**config.mk**
```make
export PLATFORM = sky130hd
export DESIGN_NAME = stopwatch_ctrl
export DESIGN_NICKNAME = d
export VERILOG_FILES = /design/src/rtl/stopwatch_pkg.sv /design/src/rtl/stopwatch_ctrl_key_debounce.sv /design/src/rtl/stopwatch_ctrl.sv
export SDC_FILE = /design/constraint.sdc
export NUM_CORES = 1
export LEC_CHECK = 0
export ABC_AREA = 1
export CORE_ASPECT_RATIO = 2
export CORE_MARGIN = 5
export CORE_UTILIZATION = 56
export DETAILED_ROUTE_END_ITERATION = 7
export PLACE_DENSITY = 0.76
export SYNTH_ARGS = -nofsm -noshare
export SYNTH_HDL_FRONTEND = slang
export SYNTH_HIERARCHICAL = 1
export SYNTH_SLANG_ARGS = --single-unit
```
**constraint.sdc**
```tcl
create_clock -name clk -period 1.88 [get_ports clk]
set_input_delay 0.376 -clock clk [delete_from_list [all_inputs] [get_ports clk]]
set_output_delay 0.376 -clock clk [all_outputs]
set_load 0.02 [all_outputs]
```
**src/rtl/stopwatch_pkg.sv**
```systemverilog
// Shared stopwatch encodings and default cycle constants.
// Latency: n/a. Backpressure: n/a.
package stopwatch_pkg;

    typedef enum logic [1:0] {
        ST_IDLE  = 2'b00,
        ST_RUN   = 2'b01,
        ST_PAUSE = 2'b10
    } state_t;

    localparam int unsigned DEF_DEBOUNCE_CYCLES   = 500000;
    localparam int unsigned DEF_LONG_PRESS_CYCLES = 50000000;
    localparam int unsigned DEF_TICK_CYCLES       = 500000;

    // Bits needed to hold the value n itself.
    function automatic int unsigned cnt_width(input int unsigned n);
        return (n < 2) ? 1 : $clog2(n + 1);
    endfunction

endpackage

```
**src/rtl/stopwatch_ctrl_key_debounce.sv**
```systemverilog
// Key conditioner: 2-FF sync, debounce counter, one-cycle press/release pulses.
// Latency: raw edge to pulse = DEBOUNCE_CYCLES+3 cycles. Backpressure: none.
module key_debounce
    import stopwatch_pkg::*;
#(
    parameter int unsigned DEBOUNCE_CYCLES = DEF_DEBOUNCE_CYCLES
) (
    input  logic clk,
    input  logic rst_n,
    input  logic key_raw,
    output logic level,
    output logic press_pulse,
    output logic release_pulse
);

    localparam int unsigned W = cnt_width(DEBOUNCE_CYCLES);

    logic         sync1;
    logic         sync2;
    logic         level_q;
    logic [W-1:0] cnt;

    // Everything resets to the released (high) level so no event fires on reset exit.
    always_ff @(posedge clk or negedge rst_n) begin
        if (!rst_n) begin
            sync1         <= 1'b1;
            sync2         <= 1'b1;
            level         <= 1'b1;
            level_q       <= 1'b1;
            cnt           <= '0;
            press_pulse   <= 1'b0;
            release_pulse <= 1'b0;
        end else begin
            sync1 <= key_raw;
            sync2 <= sync1;
            if (sync2 == level) begin
                cnt <= '0;
            end else if (cnt == W'(DEBOUNCE_CYCLES - 1)) begin
                level <= sync2;
                cnt   <= '0;
            end else begin
                cnt <= cnt + 1'b1;
            end
            level_q       <= level;
            press_pulse   <= level_q & ~level;
            release_pulse <= ~level_q & level;
        end
    end

endmodule

```
**src/rtl/stopwatch_ctrl.sv**
```systemverilog
// Stopwatch control: key conditioning, run/pause/idle FSM, 10 ms prescaler, freeze.
// Latency: press pulse to state/count_en 1 cycle; all outputs registered. Backpressure: none.
module stopwatch_ctrl
    import stopwatch_pkg::*;
#(
    parameter int unsigned DEBOUNCE_CYCLES   = DEF_DEBOUNCE_CYCLES,
    parameter int unsigned LONG_PRESS_CYCLES = DEF_LONG_PRESS_CYCLES,
    parameter int unsigned TICK_CYCLES       = DEF_TICK_CYCLES
) (
    input  logic       clk,
    input  logic       key_reset,
    input  logic       key_start_pause,
    input  logic       key_display_stop,
    output logic       tick_10ms,
    output logic       count_en,
    output logic       disp_load,
    output logic       clear,
    output logic [1:0] state,
    output logic [3:0] led
);

    localparam int unsigned PW = cnt_width(TICK_CYCLES);
    localparam int unsigned HW = cnt_width(LONG_PRESS_CYCLES);

    logic          rst_n;
    logic          sp_level_unused, sp_press, sp_release;
    logic          dsp_level, dsp_press, dsp_release_unused;
    state_t        state_q, state_nxt;
    logic [PW-1:0] pcnt;
    logic [HW-1:0] hold_cnt;
    logic          hold_active;
    logic          freeze, freeze_nxt;
    logic          long_hit, tick_nxt;

    assign rst_n = key_reset;

    key_debounce #(.DEBOUNCE_CYCLES(DEBOUNCE_CYCLES)) u_sp (
        .clk(clk), .rst_n(rst_n), .key_raw(key_start_pause),
        .level(sp_level_unused), .press_pulse(sp_press), .release_pulse(sp_release)
    );

    key_debounce #(.DEBOUNCE_CYCLES(DEBOUNCE_CYCLES)) u_dsp (
        .clk(clk), .rst_n(rst_n), .key_raw(key_display_stop),
        .level(dsp_level), .press_pulse(dsp_press), .release_pulse(dsp_release_unused)
    );

    always_comb begin
        state_nxt = state_q;
        long_hit  = 1'b0;
        case (state_q)
            ST_IDLE:  if (sp_press) state_nxt = ST_RUN;
            ST_RUN:   if (sp_press) state_nxt = ST_PAUSE;
            ST_PAUSE: begin
                // A release ends the hold before it can count as a long press.
                if (hold_active && sp_release) begin
                    state_nxt = ST_RUN;
                end else if (hold_active && hold_cnt == HW'(LONG_PRESS_CYCLES - 1)) begin
                    long_hit  = 1'b1;
                    state_nxt = ST_IDLE;
                end
            end
            default:  state_nxt = ST_IDLE;
        endcase
        freeze_nxt = long_hit ? 1'b0 : (freeze ^ dsp_press);
        tick_nxt   = (pcnt == PW'(TICK_CYCLES - 1)) && !long_hit;
    end

    always_ff @(posedge clk or negedge rst_n) begin
        if (!rst_n) begin
            state_q     <= ST_IDLE;
            pcnt        <= '0;
            hold_cnt    <= '0;
            hold_active <= 1'b0;
            freeze      <= 1'b0;
            tick_10ms   <= 1'b0;
            count_en    <= 1'b0;
            disp_load   <= 1'b0;
            clear       <= 1'b0;
        end else begin
            state_q <= state_nxt;
            pcnt    <= (long_hit || pcnt == PW'(TICK_CYCLES - 1)) ? '0 : pcnt + 1'b1;
            if (state_nxt != ST_PAUSE) begin
                hold_active <= 1'b0;
                hold_cnt    <= '0;
            end else if (state_q == ST_PAUSE && !hold_active && sp_press) begin
                hold_active <= 1'b1;
                hold_cnt    <= HW'(1);
            end else if (hold_active && hold_cnt != HW'(LONG_PRESS_CYCLES)) begin
                hold_cnt <= hold_cnt + 1'b1;
            end
            freeze    <= freeze_nxt;
            tick_10ms <= tick_nxt;
            count_en  <= (state_nxt == ST_RUN);
            // Clear also loads the display so it shows the zeroed timer.
            disp_load <= (tick_nxt && !freeze_nxt) || long_hit;
            clear     <= long_hit;
        end
    end

    assign state = state_q;
    assign led   = {hold_active, count_en, freeze, ~dsp_level};

endmodule

```
==> impl_metrics.tcl <==
set metrics [dict create \
    dpl-instance-area_sq_um 6264 \
    regToRegSetupSlack_ns 0.13 \
    drcViolationCount 0 \
    dieHeight_um 155.2 \
    powerDensity_nw_per_um2 634.7 \
    whs_endpoint "u_dsp/sync2" \
    htreeDepth 3 \
    maxSlewViolCount 0 \
    max_stage_delay_ns 0.66 \
    hold_viol 0 \
    grt_pass1_wl_mm 23.07 \
    gr-usage-met2_pct 39.78 \
    grtUsageTotal_pct 23.05 \
    max_freq_mhz 555.2 \
    layout_common_cells "172 x nand2_1, 166 x nor2_1, 94 x dfrtp_1" \
    io-pin-count 14 \
    drt_iter0_drc 332 \
    seqCellArea_sq_um 2562 \
    die_w_um 82.60 \
    worstPathCellList "clkdlybuf4s50_1" \
    seqPwrFrac_pct 53.1 \
    min-delay-start "u_dsp/sync1" \
    cts_made_buffers 9 \
    grtUsageMet3_pct 3.534 \
    criticalPathCategory "reg2out" \
    clock_power_share_pct 44.4 \
    grt_pass1_vias 5178 \
    cts.sinks 102 \
    place_hpwl_mm 10.23 \
    ant_nets 0 \
    die_area_sq_um 12820 \
    crit_slowest_cell "clkdlybuf4s50_1" \
    start_util_pct 56.70 \
    finalSetupViolCount 0 \
    tightest_slew_ns 0.4470 \
    rsz0062_at_grt "false" \
    hold_depth 0 \
    yosysWarnings 6 \
    path_delay_family "buffers and inverters" \
    gp_congestion 0.9673 \
    vias_per_cell 5.325 \
    fillerInstances 929 \
    antenna_found_initial 0 \
    cts-root-buf "clkbuf_16" \
    port_buffers 13 \
    maxSlewHeadroom_pct 70.20 \
    nets 816 \
    route.vias.total 5053 \
    synth_nets 786 \
    crit_fanout 4 \
    p_int_w 0.003181 \
    clk_latency_ns 0.35 \
    crit_required_ns 1.50 \
    netlist_instances 777 \
    design_area_sq_um 6585 \
    grt_start_max_net_pins 34 \
    switchingPower_w 0.0009986 \
    pwr-share-comb_pct 2.5 \
    switching_share_pct 23.89 \
    final_core_util_pct 63.25 \
    cts.path.max_buffers 2 \
    drv_cap 0 \
    syn_avg_cell_area_sq_um 7.597 \
    worstSetupEndpointType "primary output" \
    layout_min_cycle_time_ns 1.801 \
    finClkSkew_ns 0.007734 \
    multi_input_comb_area_sq_um 2890 \
    area_delta_synth_final_pct 11.55 \
    cts.reportedPaths.clkPinSlew_ns 0.07 \
    grt_overflow 0 \
    min_period_over_period_pct 95.80 \
    whs_ns 0.3581 \
    syn_area_sq_um 5903 \
    r2r.worst_path.cells 11 \
    critPathLaunchType "register" \
    drive_above_1_share_pct 13.05 \
    first_pass_iters 4 \
    worst-path-stages 1 \
    wl_per_cell_um 14.15 \
    final_common_cell "nand2_1" \
    tritoncts "built" \
    min_path_type "reg2reg" \
    crit_buf_inv 1 \
    num_rows 53 \
    p_leak_nw 2.840 \
    fp.coreArea_sq_um 10410 \
    routed_wl_mm 13.43 \
    reg2reg_from "hold_cnt[1]" \
    antenna_cells 0 \
    cp.arrival_ns 1.43 \
    busiest_layer "met2" \
    postCtsSetupBuffers 0 \
    peakVddDrop_mv 0.6540 \
    setup_tns_ns 0 \
    r2r-end "hold_cnt[16]" \
    gr-usage-met1_pct 24.84 \
    status "completed" \
]
[layer usage]
layer / up-vias / share of wire (%)
li1: 2497 / -
met1: 2378 / 36
met2: 125 / 54
met3: 53 / 3.5
met4: 0 / 6.0
met5: - / 0
[flip-flops by register name, summed over array words and instances (netlist names), 2 cells and up]
register	cells
hold_cnt	26
pcnt	19
state	2
u_dsp/cnt	19
u_sp/cnt	19
[power groups by stage]
stage	sequential, W	clock (W)	combinational [W]
final	0.00222	0.00186	0.000105
after global routing	0.00222	0.00200	0.000122
after CTS	0.00222	0.00190	0.000109
after detailed placement	0.00226	0	0.000107
after global placement	0.00226	0	0.000102
after floorplan	0.00226	0	0.0000347
[metrics by stage]
stage	std cells	power [W]	setup WS, ns
after floorplan	777	0.002296	0.3035
after detailed placement	932	0.002370	0.09881
after global placement	932	0.002364	0.1937
after CTS	949	0.004228	0.009489
final	949	0.004180	0.07896
after global routing	949	0.004344	0.01176
[what timing repair did]
| action | CTS | global route |
|---|---|---|
| gates resized for setup | 1 | 4 |
| endpoints found under the setup margin | 1 | 21 |
| endpoints found under the hold margin | 28 | 0 |
| hold buffers | 1 | 0 |
| pin swaps | 0 | 0 |
[layout make-up]
| type | instances | share of cell area [%] |
|---|---|---|
| Clock inverter | 7 | 1.102 |
| Inverter | 93 | 5.301 |
| Timing Repair Buffer | 34 | 4.769 |
| Clock buffer | 9 | 3.420 |
| Sequential cell | 102 | 38.91 |
| Tap cell | 137 | 2.603 |
| Multi-Input combinational cell | 567 | 43.89 |
[how the worst max path moves through the flow]
stage / startpoint / to / slack [ns]
2_1_floorplan: state[1] / pcnt[8] / 0.30
3_3_place_gp: hold_cnt[1] / hold_cnt[22] / 0.19
3_5_place_dp: hold_cnt[1] / hold_cnt[2] / 0.1
4_1_cts: hold_active / led[3] / 0.009
5_1_grt: pcnt[0] / pcnt[16] / 0.01
6_report: state[1] / state[1] / 0.08
No activity file was read; power rests on OpenSTA's default activity.
